<file path="src/rtl/ex_div.sv">
// -----------------------------------------------------------------------------
// ex_div -- iterative integer divide unit for the EX stage.
//
// Performs DIV / DIVU / REM / REMU on CPU_WIDTH-bit operands using restoring
// radix-2 division, one quotient bit per clock. Divide-by-zero and the signed
// overflow case (MIN / -1) are resolved at start and retire on the next cycle.
//
// Ports:
//   clk             rising-edge clock
//   rst             synchronous, active-high reset
//   start_i         request a divide this cycle (honoured only in IDLE)
//   div_op_i        00 DIV, 01 DIVU, 10 REM, 11 REMU
//   dividend_i      rs1 value
//   divisor_i       rs2 value
//   reg_wr_adder_i  destination register tag, latched with the operands
//   flush_i         abort whatever is in flight; wins over start and completion
//   busy_o          unit not idle
//   stall_req_o     hold upstream stages (combinational)
//   done_o          one-cycle pulse, result_o / reg_wr_adder_o valid
//   result_o        quotient or remainder, holds its last value outside DONE
//   reg_wr_adder_o  tag of the retiring op, holds its last value outside DONE
//   state_dbg_o     current FSM state (00 IDLE, 01 CALC, 10 DONE)
//
// Handshake: a request is taken on a rising edge where the unit is IDLE,
// start_i=1 and flush_i=0. The result is presented in the single cycle where
// done_o=1; there is no back-pressure on the result side, so the consumer
// must sample it in that cycle.
// -----------------------------------------------------------------------------
module ex_div #(
  parameter int CPU_WIDTH = 32
) (
  input  logic                 clk,
  input  logic                 rst,
  input  logic                 start_i,
  input  logic [1:0]           div_op_i,
  input  logic [CPU_WIDTH-1:0] dividend_i,
  input  logic [CPU_WIDTH-1:0] divisor_i,
  input  logic [4:0]           reg_wr_adder_i,
  input  logic                 flush_i,
  output logic                 busy_o,
  output logic                 stall_req_o,
  output logic                 done_o,
  output logic [CPU_WIDTH-1:0] result_o,
  output logic [4:0]           reg_wr_adder_o,
  output logic [1:0]           state_dbg_o
);

  localparam int W     = CPU_WIDTH;
  localparam int CNT_W = 6;
  localparam logic [CNT_W-1:0] CNT_LAST = CNT_W'(W - 1);
  localparam logic [W-1:0]     MIN_NEG  = {1'b1, {(W-1){1'b0}}};

  typedef enum logic [1:0] {
    S_IDLE = 2'd0,
    S_CALC = 2'd1,
    S_DONE = 2'd2
  } state_t;

  state_t state_q;
  state_t state_d;

  // Operation context captured at start.
  logic             is_rem_q;
  logic             neg_quo_q;   // negate quotient magnitude at retire
  logic             neg_rem_q;   // negate remainder magnitude at retire
  logic [4:0]       tag_q;
  logic [W-1:0]     divisor_q;   // divisor magnitude
  logic [CNT_W-1:0] cnt_q;

  // Working registers. quo_q starts as the dividend magnitude and shifts
  // quotient bits in from the bottom as dividend bits leave the top.
  logic [W:0]       rem_q;
  logic [W-1:0]     quo_q;

  // Hold registers for the retire-side outputs.
  logic [W-1:0]     result_q;
  logic [4:0]       tag_out_q;

  // ---------------------------------------------------------------------------
  // Request decode
  // ---------------------------------------------------------------------------
  logic         op_signed;
  logic         dividend_neg;
  logic         divisor_neg;
  logic         div_zero;
  logic         sig_ovf;
  logic         special;
  logic         accept;
  logic [W-1:0] abs_dividend;
  logic [W-1:0] abs_divisor;

  always_comb begin
    op_signed    = ~div_op_i[0];
    dividend_neg = op_signed & dividend_i[W-1];
    divisor_neg  = op_signed & divisor_i[W-1];
    // MIN negates to itself, which is still the correct unsigned magnitude.
    abs_dividend = dividend_neg ? (~dividend_i + 1'b1) : dividend_i;
    abs_divisor  = divisor_neg  ? (~divisor_i  + 1'b1) : divisor_i;
    div_zero     = (divisor_i == '0);
    sig_ovf      = op_signed && (dividend_i == MIN_NEG) && (divisor_i == '1);
    special      = div_zero | sig_ovf;
    accept       = (state_q == S_IDLE) && start_i && !flush_i;
  end

  // ---------------------------------------------------------------------------
  // Restoring division step
  // ---------------------------------------------------------------------------
  logic [W+1:0] trial;      // shifted remainder minus divisor, sign in MSB
  logic [W:0]   rem_shift;
  logic         sub_ok;
  logic [W:0]   rem_step;
  logic [W-1:0] quo_step;

  always_comb begin
    rem_shift = {rem_q[W-1:0], quo_q[W-1]};
    // rem_q never exceeds the divisor, so its top bit is zero; it is kept in
    // the subtraction so nothing is dropped before the sign test.
    trial     = {rem_q, quo_q[W-1]} - {2'b00, divisor_q};
    sub_ok    = ~trial[W+1];
    rem_step  = sub_ok ? trial[W:0] : rem_shift;
    quo_step  = {quo_q[W-2:0], sub_ok};
  end

  // ---------------------------------------------------------------------------
  // Final sign fix-up and selection
  // ---------------------------------------------------------------------------
  logic [W-1:0] quo_fin;
  logic [W-1:0] rem_fin;
  logic [W-1:0] result_sel;

  always_comb begin
    quo_fin    = neg_quo_q ? (~quo_q + 1'b1) : quo_q;
    rem_fin    = neg_rem_q ? (~rem_q[W-1:0] + 1'b1) : rem_q[W-1:0];
    result_sel = is_rem_q ? rem_fin : quo_fin;
  end

  // ---------------------------------------------------------------------------
  // FSM next state
  // ---------------------------------------------------------------------------
  always_comb begin
    state_d = state_q;
    unique case (state_q)
      S_IDLE: begin
        if (accept) begin
          state_d = special ? S_DONE : S_CALC;
        end
      end
      S_CALC: begin
        if (cnt_q == CNT_LAST) begin
          state_d = S_DONE;
        end
      end
      S_DONE: begin
        state_d = S_IDLE;
      end
      default: begin
        state_d = S_IDLE;
      end
    endcase
    // Flush overrides acceptance and completion alike.
    if (flush_i) begin
      state_d = S_IDLE;
    end
  end

  // ---------------------------------------------------------------------------
  // State and datapath registers
  // ---------------------------------------------------------------------------
  always_ff @(posedge clk) begin
    if (rst) begin
      state_q   <= S_IDLE;
      is_rem_q  <= 1'b0;
      neg_quo_q <= 1'b0;
      neg_rem_q <= 1'b0;
      tag_q     <= '0;
      divisor_q <= '0;
      cnt_q     <= '0;
      rem_q     <= '0;
      quo_q     <= '0;
      result_q  <= '0;
      tag_out_q <= '0;
    end else begin
      state_q <= state_d;

      if (accept) begin
        is_rem_q <= div_op_i[1];
        tag_q    <= reg_wr_adder_i;
        cnt_q    <= '0;
        if (div_zero) begin
          // Results are final: quotient all ones, remainder the raw dividend.
          quo_q     <= '1;
          rem_q     <= {1'b0, dividend_i};
          divisor_q <= '0;
          neg_quo_q <= 1'b0;
          neg_rem_q <= 1'b0;
        end else if (sig_ovf) begin
          quo_q     <= MIN_NEG;
          rem_q     <= '0;
          divisor_q <= '0;
          neg_quo_q <= 1'b0;
          neg_rem_q <= 1'b0;
        end else begin
          quo_q     <= abs_dividend;
          rem_q     <= '0;
          divisor_q <= abs_divisor;
          neg_quo_q <= dividend_neg ^ divisor_neg;
          neg_rem_q <= dividend_neg;
        end
      end else if (state_q == S_CALC && !flush_i) begin
        rem_q <= rem_step;
        quo_q <= quo_step;
        cnt_q <= cnt_q + 1'b1;
      end

      if (state_q == S_DONE) begin
        result_q  <= result_sel;
        tag_out_q <= tag_q;
      end
    end
  end

  // ---------------------------------------------------------------------------
  // Outputs
  // ---------------------------------------------------------------------------
  always_comb begin
    busy_o         = (state_q != S_IDLE);
    done_o         = (state_q == S_DONE);
    stall_req_o    = accept || (state_q == S_CALC);
    // Live value during DONE, held copy otherwise.
    result_o       = done_o ? result_sel : result_q;
    reg_wr_adder_o = done_o ? tag_q : tag_out_q;
    state_dbg_o    = state_q;
  end

endmodule

</file>
<file path="config.mk">
export PLATFORM = sky130hd
export DESIGN_NAME = ex_div
export DESIGN_NICKNAME = d
export VERILOG_FILES = /design/src/rtl/ex_div.sv
export SDC_FILE = /design/constraint.sdc
export NUM_CORES = 1
export LEC_CHECK = 0
export BUFFER_PORTS_ARGS = -buffer_cell sky130_fd_sc_hd__buf_2
export CAP_MARGIN = 30
export CORE_UTILIZATION = 52
export DETAILED_ROUTE_END_ITERATION = 16
export PLACE_DENSITY = 0.73
export SLEW_MARGIN = 20
export SYNTH_ARGS = -nofsm -noshare
export SYNTH_HDL_FRONTEND = slang
export SYNTH_SLANG_ARGS = --single-unit
export TNS_END_PERCENT = 30
</file>
<file path="constraint.sdc">
create_clock -name clk -period 3.1 [get_ports clk]
set_input_delay 0 -clock clk [delete_from_list [all_inputs] [get_ports clk]]
set_output_delay 0 -clock clk [all_outputs]
set_load 0.1 [all_outputs]
</file>
# --- Word-level counts from Yosys, hierarchy flattened ---
# Index checks and enable logic that the tools add are counted.
word_totals:
  register_bits: 150
  latch_bits: 0
  ram_bits: 0
  mem_bits_ro: 0
  input_bits: 75
  output_inout_bits: 42
  wordCells: 73
  n_memories: 0
op_classes:
  n_addsub: 6
  multipliers: 0
  div_mod_pow: 0
  order_cmp: 0
  n_eq_ne: 7
  shift: 0
  muxes: 25
  n_bitwise: 10
  reduce_logical: 14
op_table:
  columns: ["cell", "n"]
  rows:
  - ["$mux 32", 13]
  - ["$add 32x1->32 const B", 4]
  - ["$not 32->32", 4]
  - ["$mux 33", 3]
  - ["$eq 32x32->1 const B", 2]
  - ["$sub 34x32->34", 1]
  - ["$logic_not 32->1", 1]
  - ["$add 6x1->6 const B", 1]
  - ["$eq 6x5->1 const B", 1]
  - ["$mux 2", 3]
  - ["$logic_and 1x1->1", 5]
  - ["$mux 5", 1]
  - ["$mux 1", 4]
  - ["$ne 2x2->1 const B", 2]
  - ["$pmux 2 s2", 1]
  - ["$reduce_bool 2->1", 2]
  - ["$reduce_or 2->1", 2]
  - ["$and 1x1->1", 2]
  - ["$eq 2x1->1 const B", 1]
  - ["$eq 2x2->1 const B", 1]
  - ["$logic_not 2->1", 1]
  - ["$not 1->1", 2]
  - ["$reduce_and 2->1", 1]
  - ["$logic_not 1->1", 1]
  - ["3 further kinds", 3]

# --- Logic depth before layout (Yosys ltp) ---
depth:
  depth_word: 7
  mapped_depth: 13
  depth_no_buf: 12

# --- Least setup slack after synthesis ---
# OpenSTA, ideal clock, no wires.
synth_path:
  path_kind: "register -> register"
  start: "register quo_q[2]"
  end: "register result_q[20]"
  setup_ns: 0.075
  arrival_time_ns: 4.321
  t_required_ns: 3.025
  slack_ns: -1.295
  stages_incl_launch_ff: 10
  path_buffers: 1
  synth_period_minus_slack_ns: 4.395
  cell_sequence: "dfxtp_1 > clkbuf_1 > nor4_1 > nor3b_2 > nand3_1 > o41ai_1 > xnor2_1 > o21ai_0 > o21ai_0 > nor2b_1"
synth_via:
  elab_chain_cells: 5
synth_rtl:
  columns: ["item", "line_no", "text"]
  rows:
  - ["from (decl)", "73", "logic [W-1:0] quo_q;"]
  - ["from (signal assigned)", "203", "quo_q <= abs_dividend;"]
  - ["from (signal assigned)", "211", "quo_q <= quo_step;"]
  - ["$not 32->32", "132", "quo_fin = neg_quo_q ? (~quo_q + 1'b1) : quo_q;"]
  - ["$add 32x1->32", "132", null]
  - ["$mux 32", "132", null]
  - ["$mux 32", "134", "result_sel = is_rem_q ? rem_fin : quo_fin;"]
  - ["$mux 32", null, null]
  - ["named net result_o[20]", "43", "output logic [CPU_WIDTH-1:0] result_o,"]
  - ["to (signal assigned)", "216", "result_q <= result_sel;"]
  - ["to (decl)", "76", "logic [W-1:0] result_q;"]
# The timed path passes the listed nets, and every way through them passes these cells.
# A chain may end at the register's enable or synchronous reset.

# --- Worst setup path after layout ---
layout_path:
  start: "register quo_q[14]"
  end: "output result_o[26]"
layout_via:
  elab_chain_cells: 5
layout_rtl:
  columns: ["item", "line_no"]
  rows:
  - ["$not 32->32", "132"]
  - ["$add 32x1->32", "132"]
  - ["$mux 32", "132"]
  - ["$mux 32", "134"]
  - ["$mux 32", null]
  - ["to (decl)", "43"]
# No other way between the ends.

==> qor.csv <==
metric,value,unit
DRC,0,
CP Data Required Time,3.10,ns
chip width,147.9,um
CP cell instances,or4_4 -> or4_4 -> nor3_4 -> nand4_1 -> buf_4 -> o41ai_4 -> xor2_2 -> o221ai_4 -> buf_12,
Worst Setup Path Type,register to output port,
die area,21870,um^2
top_reg_cell synth,dfxtp_1,
crit path capture type,output port,
switching power,0.001842,W
initial core utilization,52.81,%
H-tree depth,4,
Crit path arrival time,3.23,ns
P_leak,5.502,nW
Final ANT Viol Nets,0,
Hold Fails Final Rpt,0,
root buffer cell,clkbuf_16,
compound-cell area share of the yosys netlist,28.13,%
WL/cell,17.79,um
Routed Wire Length,33.98,mm
Cells after Synth,1420,
XOR/XNOR share of the synthesized area,12.02,%
Pwr Density,406.5,nW/um^2
post-DR vias/cell,5.983,
# rows,53,
min-delay worst type,input port to register,
"slowest stage delay, CP",0.54,ns
unrepaired setup endpoints after global routing,true,
Final min period,3.232,ns
Pwr Total,0.005712,W
1st-pass router iterations,5,
Die Y,147.9,um
clock power share,36.0,%
DR iter-0 viols,861,
sequential area share after synthesis,27.13,%
VDD IR max,0.0002831,V
dpl hpwl,24.53,mm
final RePlAce weighted congestion,0.9240,
Post-Synth Adder-Cell Area,4.477,%
share of cells above drive strength 1,22.20,%
vias in the first global route,10540,
number of buffers created by CTS,17,
setup tns final,-0.4268,ns
post-synth cell types,81,
Achievable Freq,309.4,MHz
Slew Limit Headroom,33.31,%
largest family of logic cells by synthesized area,compound AO/OA/AOI/OAI gates,
CTS Buffer Depth,2,
Worst-Skew Late Latency,0.43,ns
GRT Overall Usage,30.64,%
syn_area_per_cell,7.794,um^2
most frequent cells in the layout,"195 x nand2_1, 144 x dfxtp_1, 115 x nor2_1",
Slew Limit Fails,0,
crit start category,register,
internal power,0.003870,W
first-pass GRT wire length,53.53,mm
proportion of synthesized area in mux cells,1.933,%
Mapped Area,11070,um^2
violations in the final reports,setup timing,
pre-CTS setup slack,0.1129,ns
CTS tree,built,
Post-Syn Nets,1534,
clk sinks,150,
Crit-path slowest cell,or4_4,
largest net degree at the start of global routing,75,
final setup fails,6,
Area Growth Syn to Fin,26.96,%
Clock Pin Slew Worst Setup and Hold Paths,0.06,ns
Antenna diodes,0,
combinational fraction of design power,27.4,%
IO Pins,117,
Switching Share,32.25,%
status,"complete, but fails checks",
post-synthesis simple-gate area fraction,20.80,%
asr flop ratio synth,0,%
worst-path maximum fanout,2,
Final Cycle Share,104.2,%
skew final,0.006611,ns
Port-buffer cells,116,
initial antenna violation count,0,
warnings from Yosys,0,
smallest hold slack,0.01010,ns
Filler cells,1700,
grt ovf,0,
nets@finish,1736,
Post-synth EDFFs,0,
setup ws final,-0.1316,ns
DR vias,11430,
final core utilization,67.05,%
max-cap viol count,0,
Seq cells post-synth,150,
slew of the pin with the lowest slew margin,0.9990,ns
Worst path most repeated cell,or4_4,
Sequential Power Share,36.6,%
"most common cell after layout, fill and taps aside",nand2_1,
core area,20960,um^2
power by group through the flow:
stage                     Combinational [W]  Sequential, W  Clock [W]
after floorplan                     0.00103        0.00210          0
after global placement              0.00138        0.00212          0
after detailed placement            0.00140        0.00213          0
after CTS                           0.00151        0.00208    0.00206
after global routing                0.00169        0.00210    0.00214
final                               0.00157        0.00209    0.00205
what timing repair did:
item	in CTS	in global routing
setup buffers	13	2
pin swaps	15	12
hold endpoints to repair	69	0
resized for setup	33	30
hold buffers	62	0
setup endpoints to repair	18	27
synthesized netlist by cell type, types with 12 or more instances:
cell / count / share of area (%)
buf_2: 12 / 0.54
o22ai_2: 29 / 3.3
o41ai_1: 15 / 1.2
ha_1: 38 / 4.3
nor2b_1: 24 / 1.4
a22oi_1: 32 / 2.2
a21o_1: 13 / 0.88
nand3_1: 17 / 0.77
o21ai_0: 78 / 3.5
inv_1: 52 / 1.8
mux2i_1: 18 / 1.6
nand2_1: 197 / 6.7
a31oi_1: 12 / 0.68
a211oi_1: 18 / 1.2
nand4_1: 19 / 1.1
dfxtp_1: 150 / 27
nor3_1: 18 / 0.81
o31ai_1: 24 / 1.6
o211ai_1: 16 / 1.1
xnor2_1: 78 / 6.2
clkbuf_1: 54 / 1.8
a21oi_1: 104 / 4.7
or4_1: 12 / 0.81
o22ai_1: 18 / 1.0
nor2_1: 118 / 4.0
xor2_1: 72 / 5.7
kinds of logic (layout without fill, tap and decap cells):
logic type,count (synthesis),count (layout)
and+or+nand+nor,483,483
AOI/OAI and AO/OA,441,441
xor gates and xnor gates,151,151
DFF,150,150
buffers and inverters,135,350
adders and majority gates,39,39
muxes,21,21
state kept, by name, indices dropped and copies added, names as in the netlist:
signal / count
neg_quo_q: 1
tag_out_q: 5
quo_q: 32
divisor_q: 32
result_q: 32
cnt_q: 6
neg_rem_q: 1
tag_q: 5
state_dbg_o: 2
is_rem_q: 1
rem_q: 33
final cells by class:
class / instances / area [um^2] / area share [%]
Timing Repair Buffer: 265 / 2150 / 15.30
Clock inverter: 12 / 128.9 / 0.9172
Clock buffer: 20 / 446.7 / 3.179
Sequential cell: 150 / 3015 / 21.46
Multi-Input combinational cell: 1135 / 7767 / 55.28
Inverter: 53 / 198.9 / 1.416
Tap cell: 275 / 344.1 / 2.449
routing by layer:
layer | share of wire [%] | global-route usage, % | routed length, um
met1 | 43 | 39.75 | 14760
met2 | 47 | 51.67 | 15810
met3 | 6.8 | 3.951 | 2326
met4 | 3.2 | 11.65 | 1079
met5 | 0 | 0 | 0
final timing paths:
| check | from | cells after the start | end | slack, ns |
|---|---|---|---|---|
| hold / removal | dividend_i[10] | 3 | rem_q[10] | 0.01 |
| setup reg to reg | divisor_q[1] | 12 | rem_q[3] | 0.10 |
| hold reg to reg | tag_q[1] | 2 | tag_q[1] | 0.46 |
| setup / recovery | quo_q[14] | 9 | result_o[26] | -0.13 |
stage by stage:
stage | cells | area [um^2]
floorplan | 1420 | 11130
global placement | 1800 | 12440
detailed placement | 1800 | 12450
CTS | 1907 | 13900
global route | 1910 | 14050
finish | 1910 | 14050
critical path, delay by kind of cell, from the launching register on:
kind / cells / cell delay, ns
AOI/OAI and AO/OA: 2 / 0.43
xor gates and xnor gates: 1 / 0.26
buffers and inverters: 2 / 0.37
DFF: 1 / 0.34
and+or+nand+nor: 4 / 1.40
Power figures use the tool's default switching activity.
